### src/rtl/kbd_event_ctrl.sv
// PS/2 set-2 scan-code sequencer: prefix parser, held-key bitmap for 16 game keys,
// and a show-ahead event FIFO with valid/ready handshake toward game logic.
module kbd_event_ctrl #(
    parameter int unsigned FIFO_DEPTH     = 4,
    parameter int unsigned TIMEOUT_CYCLES = 100000
) (
    input  logic        clk,
    input  logic        rst,
    input  logic        byte_valid,
    input  logic [7:0]  byte_data,
    output logic        evt_valid,
    input  logic        evt_ready,
    output logic [7:0]  evt_code,
    output logic        evt_ext,
    output logic        evt_release,
    output logic [15:0] key_held,
    output logic        overflow
);

    localparam int unsigned PTR_W = (FIFO_DEPTH > 1) ? $clog2(FIFO_DEPTH) : 1;
    localparam int unsigned CNT_W = PTR_W + 1;
    localparam int unsigned TMO_W = $clog2(TIMEOUT_CYCLES) + 1;

    typedef enum logic [1:0] {
        S_IDLE,
        S_EXT,
        S_BRK,
        S_EXT_BRK
    } state_t;

    typedef struct packed {
        logic [7:0] code;
        logic       ext;
        logic       rel;
    } evt_t;

    state_t             state;
    state_t             next_state;
    logic [TMO_W-1:0]   tmo_cnt;
    logic               tmo_hit;

    logic               is_e0;
    logic               is_f0;
    logic               is_e1;
    logic               is_ctrl;
    logic               is_final;
    logic               cur_ext;
    logic               cur_rel;
    logic               map_hit;
    logic [3:0]         map_idx;
    logic               enqueue;

    evt_t               mem [FIFO_DEPTH];
    logic [PTR_W-1:0]   wr_ptr;
    logic [PTR_W-1:0]   rd_ptr;
    logic [CNT_W-1:0]   count;
    logic               full;
    logic               push;
    logic               pop;
    evt_t               new_evt;

    // Byte classification
    always_comb begin
        is_e0    = (byte_data == 8'hE0);
        is_f0    = (byte_data == 8'hF0);
        is_e1    = (byte_data == 8'hE1);
        is_ctrl  = (byte_data == 8'h00) || (byte_data == 8'hAA) || (byte_data == 8'hEE) ||
                   (byte_data == 8'hFA) || (byte_data == 8'hFE) || (byte_data == 8'hFF);
        is_final = byte_valid && !is_e0 && !is_f0 && !is_e1 && !is_ctrl;
        cur_ext  = (state == S_EXT) || (state == S_EXT_BRK);
        cur_rel  = (state == S_BRK) || (state == S_EXT_BRK);
        tmo_hit  = (state != S_IDLE) && !byte_valid &&
                   (tmo_cnt == TMO_W'(TIMEOUT_CYCLES - 1));
    end

    // Game key map; extended and plain codes occupy disjoint entries
    always_comb begin
        map_hit = 1'b1;
        map_idx = 4'd0;
        case ({cur_ext, byte_data})
            9'h0_1D: map_idx = 4'd0;
            9'h0_1C: map_idx = 4'd1;
            9'h0_1B: map_idx = 4'd2;
            9'h0_23: map_idx = 4'd3;
            9'h0_29: map_idx = 4'd4;
            9'h0_5A: map_idx = 4'd5;
            9'h0_76: map_idx = 4'd6;
            9'h0_4D: map_idx = 4'd7;
            9'h0_2D: map_idx = 4'd8;
            9'h1_75: map_idx = 4'd9;
            9'h1_72: map_idx = 4'd10;
            9'h1_6B: map_idx = 4'd11;
            9'h1_74: map_idx = 4'd12;
            9'h0_16: map_idx = 4'd13;
            9'h0_1E: map_idx = 4'd14;
            9'h0_26: map_idx = 4'd15;
            default: map_hit = 1'b0;
        endcase
    end

    // Typematic repeats of an already-held key produce no event
    always_comb begin
        enqueue      = is_final && !(map_hit && !cur_rel && key_held[map_idx]);
        new_evt.code = byte_data;
        new_evt.ext  = cur_ext;
        new_evt.rel  = cur_rel;
        full         = (count == CNT_W'(FIFO_DEPTH));
        pop          = (count != '0) && evt_ready;
        push         = enqueue && (!full || pop);
    end

    // Parser next state
    always_comb begin
        next_state = state;
        if (byte_valid) begin
            if (is_e0) begin
                next_state = S_EXT;
            end else if (is_f0) begin
                case (state)
                    S_IDLE:  next_state = S_BRK;
                    S_EXT:   next_state = S_EXT_BRK;
                    default: next_state = state;
                endcase
            end else if (is_e1) begin
                next_state = state;
            end else begin
                next_state = S_IDLE;
            end
        end else if (tmo_hit) begin
            next_state = S_IDLE;
        end
    end

    always_ff @(posedge clk) begin
        if (rst) begin
            state   <= S_IDLE;
            tmo_cnt <= '0;
        end else begin
            state <= next_state;
            if (byte_valid || (state == S_IDLE) || tmo_hit) begin
                tmo_cnt <= '0;
            end else begin
                tmo_cnt <= tmo_cnt + TMO_W'(1);
            end
        end
    end

    // Held-key bitmap tracks every mapped event, dropped or not
    always_ff @(posedge clk) begin
        if (rst) begin
            key_held <= '0;
            overflow <= 1'b0;
        end else begin
            if (is_final && map_hit) begin
                key_held[map_idx] <= !cur_rel;
            end
            if (enqueue && !push) begin
                overflow <= 1'b1;
            end
        end
    end

    always_ff @(posedge clk) begin
        if (rst) begin
            wr_ptr <= '0;
            rd_ptr <= '0;
            count  <= '0;
            for (int i = 0; i < FIFO_DEPTH; i++) begin
                mem[i] <= '0;
            end
        end else begin
            if (push) begin
                mem[wr_ptr] <= new_evt;
                wr_ptr      <= wr_ptr + PTR_W'(1);
            end
            if (pop) begin
                rd_ptr <= rd_ptr + PTR_W'(1);
            end
            case ({push, pop})
                2'b10:   count <= count + CNT_W'(1);
                2'b01:   count <= count - CNT_W'(1);
                default: count <= count;
            endcase
        end
    end

    assign evt_valid   = (count != '0);
    assign evt_code    = mem[rd_ptr].code;
    assign evt_ext     = mem[rd_ptr].ext;
    assign evt_release = mem[rd_ptr].rel;

endmodule
### config.mk
export PLATFORM = sky130hd
export DESIGN_NAME = kbd_event_ctrl
export DESIGN_NICKNAME = d
export VERILOG_FILES = /design/src/rtl/kbd_event_ctrl.sv
export SDC_FILE = /design/constraint.sdc
export NUM_CORES = 1
export LEC_CHECK = 0
export CAP_MARGIN = 20
export CORE_MARGIN = 8
export CORE_UTILIZATION = 64
export CTS_BUF_LIST = sky130_fd_sc_hd__clkbuf_4 sky130_fd_sc_hd__clkbuf_8
export CTS_CLUSTER_DIAMETER = 60
export CTS_CLUSTER_SIZE = 14
export DETAILED_ROUTE_END_ITERATION = 16
export HOLD_SLACK_MARGIN = 0.1
export PLACE_DENSITY = 0.92
export SLEW_MARGIN = 0
export SYNTH_ARGS = -nofsm -noshare
export SYNTH_HDL_FRONTEND = slang
export SYNTH_SLANG_ARGS = --single-unit
### constraint.sdc
create_clock -name clk -period 9.1 [get_ports clk]
set_clock_uncertainty 0.1 [all_clocks]
set_input_delay 1.365 -clock clk [delete_from_list [all_inputs] [get_ports clk]]
set_output_delay 1.365 -clock clk [all_outputs]
set_load 0.005 [all_outputs]
* Word-level counts from Yosys, hierarchy flattened
Memories as Yosys holds them, arrays and structs flattened. A register that Yosys moved wholly into a read port is not among the register bits. Cells that the tools add are included.
Word-level totals: flip-flop bits (word level) 44, latch bits 0, bits in writable memories 40, ROM bits 0, bits of input ports 12, output and inout port bits 28, word-level logic and storage cells 115, memories kept 1
Memories:
- mem | depth 4, width 10, read ports 1, clocked after Yosys merged registers in 1, wr ports 4, RTL line 53 | evt_t mem [FIFO_DEPTH];
Cells by class: add/sub/neg operators 5, $mul 0, div/mod/pow operators 0, order comparisons 2, equal/unequal tests 33, shifts and indexed selects 0, muxes and demuxes 24, bitwise logic cells 0, reductions and logical operators 43
Operators with widths (count):
- 8-bit == test (second input constant) | 8
- 4-bit case mux with 15 select lines | 1
- 9-bit by 5-bit == test with 1-bit output (second input constant) | 5
- 9-bit by 6-bit == test with 1-bit output (second input constant) | 4
- 9-bit == test (second input constant) | 4
- 9-bit by 7-bit == test with 1-bit output (second input constant) | 3
- 18-bit by 1-bit adder with 18-bit output (second input constant) | 1
- 18-bit by 17-bit == test with 1-bit output (second input constant) | 1
- 16-bit bitwise mux | 1
- 2-bit 2-to-1 mux | 8
- 16-bit OR reduction | 1
- 1-bit logical AND | 14
- 1-bit logical OR | 10
- 10-bit 2-to-1 mux | 1
- 10-bit OR reduction | 1
- 1-bit zero test | 9
- 1-bit 2-to-1 mux | 9
- 8-bit zero test | 1
- 2-bit == test (second input constant) | 3
- 3-bit case mux with 2 select lines | 1
- 2-bit nonzero test | 3
- 4-bit by 5-bit < comparator with 1-bit output (second input constant) | 1
- 5-bit by 3-bit != test with 1-bit output (second input constant) | 1
- 2-bit by 1-bit adder with 2-bit output (second input constant) | 2
- 13 further kinds | 14

* Depth between registers and ports, before layout
word-level depth 15, gate-level depth with buffers 15, depth with buffers taken out 13

* Worst setup path after synthesis
No wires, ideal clock.
path kind in2reg, start point input byte_data[6], end point memory mem[1][0] in the netlist's numbering, enable pin, library setup time 391 ps, arrival time 3941 ps, required time 8609 ps, slack 4668 ps, stages on the path 10, path buffers 1, cells stage by stage buf_4 > nor4b_2 > a31oi_1 > o32a_1 > nand3_2 > mux2_1 > o2111a_1 > nand4_2 > nand3_1 > o21ai_0
RTL lines:
- start: declaration | RTL line 10 | input logic [7:0] byte_data,
- end: declaration | RTL line 53

* Final worst setup path
start point input byte_data[5], end point register count[2]
Between the ends: longest elaborated chain between the ends 12, elaborated cells on any way between the ends 52, classes of those cells 26 x eq/ne; 5 x mux; 21 x reduce/logical
RTL lines:
- branches (longest 8 deep; another with 4-bit case mux with 15 select lines)
- 1-bit logical AND (*) | RTL line 103 | enqueue = is_final && !(map_hit && !cur_rel && key_held[map_idx]);
- 1-bit logical AND (*) | RTL line 109 | push = enqueue && (!full || pop);
- 2-bit by 1-bit == test with 1-bit output / 2-bit == test (equally long branches) | RTL line 179 | case ({push, pop})
- 3-bit case mux with 2 select lines / 2-bit nonzero test (equally long branches)
- end signal: assignment | RTL line 180 | 2'b10: count <= count + CNT_W'(1);
- end signal: assignment | RTL line 181 | 2'b01: count <= count - CNT_W'(1);
- end signal: assignment | RTL line 182 | default: count <= count;
- end: declaration | RTL line 56 | logic [CNT_W-1:0] count;
Mark *: on every way between the ends. The select of a mux whose other input is x is not followed. A chain may end at the register's enable or synchronous reset.

==> impl_metrics.toml <==
[floorplanning]
start_util_pct = 65.63
rows = 30
ioPinCount = 40
chipWidth_um = 99.24
dieArea_um2 = 9848
core-area_um2 = 6756
die_h_um = 99.24

[clock_tree]
clock_latency_ps = 360
cts.clk_slew.worst_paths_ps = 80
clock-sinks = 86
numCtsBuffers = 9
post_cts_buffers = 0
cts_tree = "done"
clock_path_buffers = 2
cts-resized-gates = 0
cts_max_level = 3
cts_hold_repair.buffers = 0
cts_root_buf = "clkbuf_8"

[synthesis]
synth_area_um2 = 4434
ys_ff_latch = 86
yosysTopAreaCellShare_pct = 27.09
ys_seq_area_share_pct = 47.86
synthesis.yosys.warnings = 0
synth.avg_cell_area_um2 = 9.854
synth_ff_type = "dfxtp_1"
syn_nets = 464
netlist_top_cells_area = "edfxtp_1 27%, dfxtp_1 21%, nor2_1 6.4%"
syn-instance-count = 450
async_flop_share_pct = 0
synth_area_leader_cell = "edfxtp_1"
ys_types = 59
synth_edf_count = 40

[worst_setup_path]
cp.arrival_ps = 5360
cpMaxStageDelayCell = "clkdlybuf4s50_1"
cp.required_ps = 9250
crit_family = "simple AND/OR/NAND/NOR gates"
r2r-end = "count[2]"
cp-end-kind = "flip-flop"
cp_cell_sequence = "clkdlybuf4s50_1, and2b_1, a31oi_1, o32a_1, and3_1, mux2i_1, o2111a_1, nand4_2, nand2b_1, nand2_1, fa_1, nor4_1, a32o_1, mux2_4"
slowest_delay_ps = 900
path_class = "input port to flip-flop"
r2r-start = "state[0]"
crit_buf_inv = 1
r2r_setup_slack_ps = 5210
r2r_cells = 13
crit_fanout = 17
critPathLaunchType = "input port"

[grt]
grt_pass1_vias = 3675
grt.overflow.total = 0
antenna_found_initial = 0
grt_pass1_wl_um = 17470
grt_max_degree = 36
grt.total_usage_pct = 21.95

[layout]
syn_to_final_growth_pct = 13.83
layout.cells.non_filler = 561
diodes = 0
fin_util_pct = 74.70
finalNetCount = 490
drive_above_1_share_pct = 9.148

[outcome]
status = "finished, final reports clean"

[power_and_ir_drop]
power.density_nw_per_um2 = 181.9
p_leak_uw = 0.001828
vdd_drop_max_uv = 95.50

[timing]
finalCritPeriodShare_pct = 57.28
worstMarginPinSlew_ps = 778.1
max_freq_mhz = 191.9
rsz0062_at_grt = "false"
slew_viol_final = 0
setup_viol = 0
final-hold-violation-count = 0
setup_tns_ps = 0
relSlewSlack_pct = 48.06
fin_crit_ps = 5212

[detailed_routing]
vias = 3704
wl_per_cell_um = 19.09
drtAntennaViolNets = 0
via_per_inst = 6.602
drcViolationCount = 0
wirelength_um = 10710
drt_iter0_markers = 296
drtPass1Iterations = 7

[placement]
post-place-cells = 545
gp_congestion = 0.9252
io_buffer_count = 39
dpl.hpwl_um = 7215

[min_path]
hold_end = "overflow"
min_path_type = "flip-flop to flip-flop"
holdPathStages = 1
min_from = "overflow"

[run]
cap_violations = 0
[power breakdown]
part           switching [µW]  internal [µW]  total [µW]
sequential               22.7            431         454
clock                     133            164         297
combinational            77.0           89.4         166
[per-layer routing]
metal  GRT usage (%)  vias to the layer above  wire length (µm)
met3           5.936                       47               948
met5               0                        -                 0
li1                -                     1689                 -
met4           8.731                        0               312
met2           38.38                      224              5540
met1           24.78                     1744              3905
[cell usage after synthesis, types with 3 or more instances]
library cell,instances
a211oi_1,14
a21oi_1,10
a22oi_1,3
and3_1,39
buf_2,7
buf_4,3
clkbuf_1,15
dfxtp_1,46
edfxtp_1,40
inv_1,13
mux2_4,4
mux2i_1,6
mux4_2,10
nand2_1,21
nand3_1,13
nand4_1,12
nor2_1,76
nor2b_1,5
nor3_1,16
nor4_1,4
o211ai_1,3
o21ai_0,13
or3_1,11
xnor2_1,10
xor2_1,12
[cell usage in the layout (no fill, tap or decap), types with 4 or more instances in the layout]
cell / count
a211oi_1: 14
a21oi_1: 10
and3_1: 39
buf_4: 4
clkbuf_8: 9
clkdlybuf4s50_1: 39
dfxtp_1: 46
edfxtp_1: 40
inv_1: 13
mux2_4: 4
mux2i_1: 6
mux4_2: 10
nand2_1: 21
nand3_1: 13
nand4_1: 12
nor2_1: 76
nor2b_1: 5
nor3_1: 16
nor4_1: 4
o21ai_0: 13
or3_1: 11
xnor2_1: 10
xor2_1: 12
[cell type report]
| type | count | area, µm² |
|---|---|---|
| fillers | 425 | 1709 |
| well taps | 80 | 100.1 |
| inverters | 13 | 48.80 |
| multi-input cells | 323 | 2136 |
| clock inverters | 4 | 73.82 |
| repair buffers | 43 | 420.4 |
| flip-flops and latches | 86 | 2122 |
| clock buffers | 12 | 146.4 |
[worst reg2reg max path: stages, from the launching register on]
cell and delay (ps):
dfxtp_1 640, and3b_1 300, a32oi_1 210, nand2b_2 200
and3_1 240, mux2i_1 230, o2111a_1 240, nand4_2 160
nand2b_1 190, nand2_1 100, fa_1 400, nor4_1 300
a32o_1 190, mux2_4 300
[how the worst max path moves through the flow]
stage / start / to / slack [ps] / depth (start not counted)
finish: byte_data[5] / count[2] / 3890 / 14
floorplan: byte_data[6] / mem[1][0] / 4670 / 10
detailed placement: byte_data[6] / count[2] / 3560 / 14
global placement: byte_data[6] / count[2] / 3720 / 14
CTS: byte_data[6] / count[2] / 3930 / 14
global route: byte_data[6] / count[2] / 3570 / 14
[cell families (layout without fill, tap and decap cells)]
group / count (synthesis) / after routing / synth area share [%]
compound gates: 53 / 53 / 7.986
xor+xnor: 22 / 22 / 4.345
fa+ha+maj: 3 / 3 / 0.9593
buf+inv: 41 / 72 / 3.978
flops: 86 / 86 / 47.86
mux: 21 / 21 / 8.042
simple gates: 224 / 224 / 26.83
[stage by stage]
step / total power, µW / cell area, µm² / worst slack (ps) / hold WS [ps]
finish: 918.1 / 5047 / 3888 / 372.9
global placement: 620.7 / 4827 / 3716 / 353.5
CTS: 918.5 / 5047 / 3930 / 374.1
detailed placement: 628.8 / 4827 / 3562 / 356.9
global route: 951.2 / 5047 / 3572 / 395.0
floorplan: 561.2 / 4434 / 4668 / 337.7
[sequential cells by signal (all words and copies together), names as in the netlist, named ones only]
register,cells
overflow,1
rd_ptr,2
count,3
key_held,16
tmo_cnt,18
state,2
mem,40
wr_ptr,2
No activity file was read; power rests on OpenSTA's default activity.
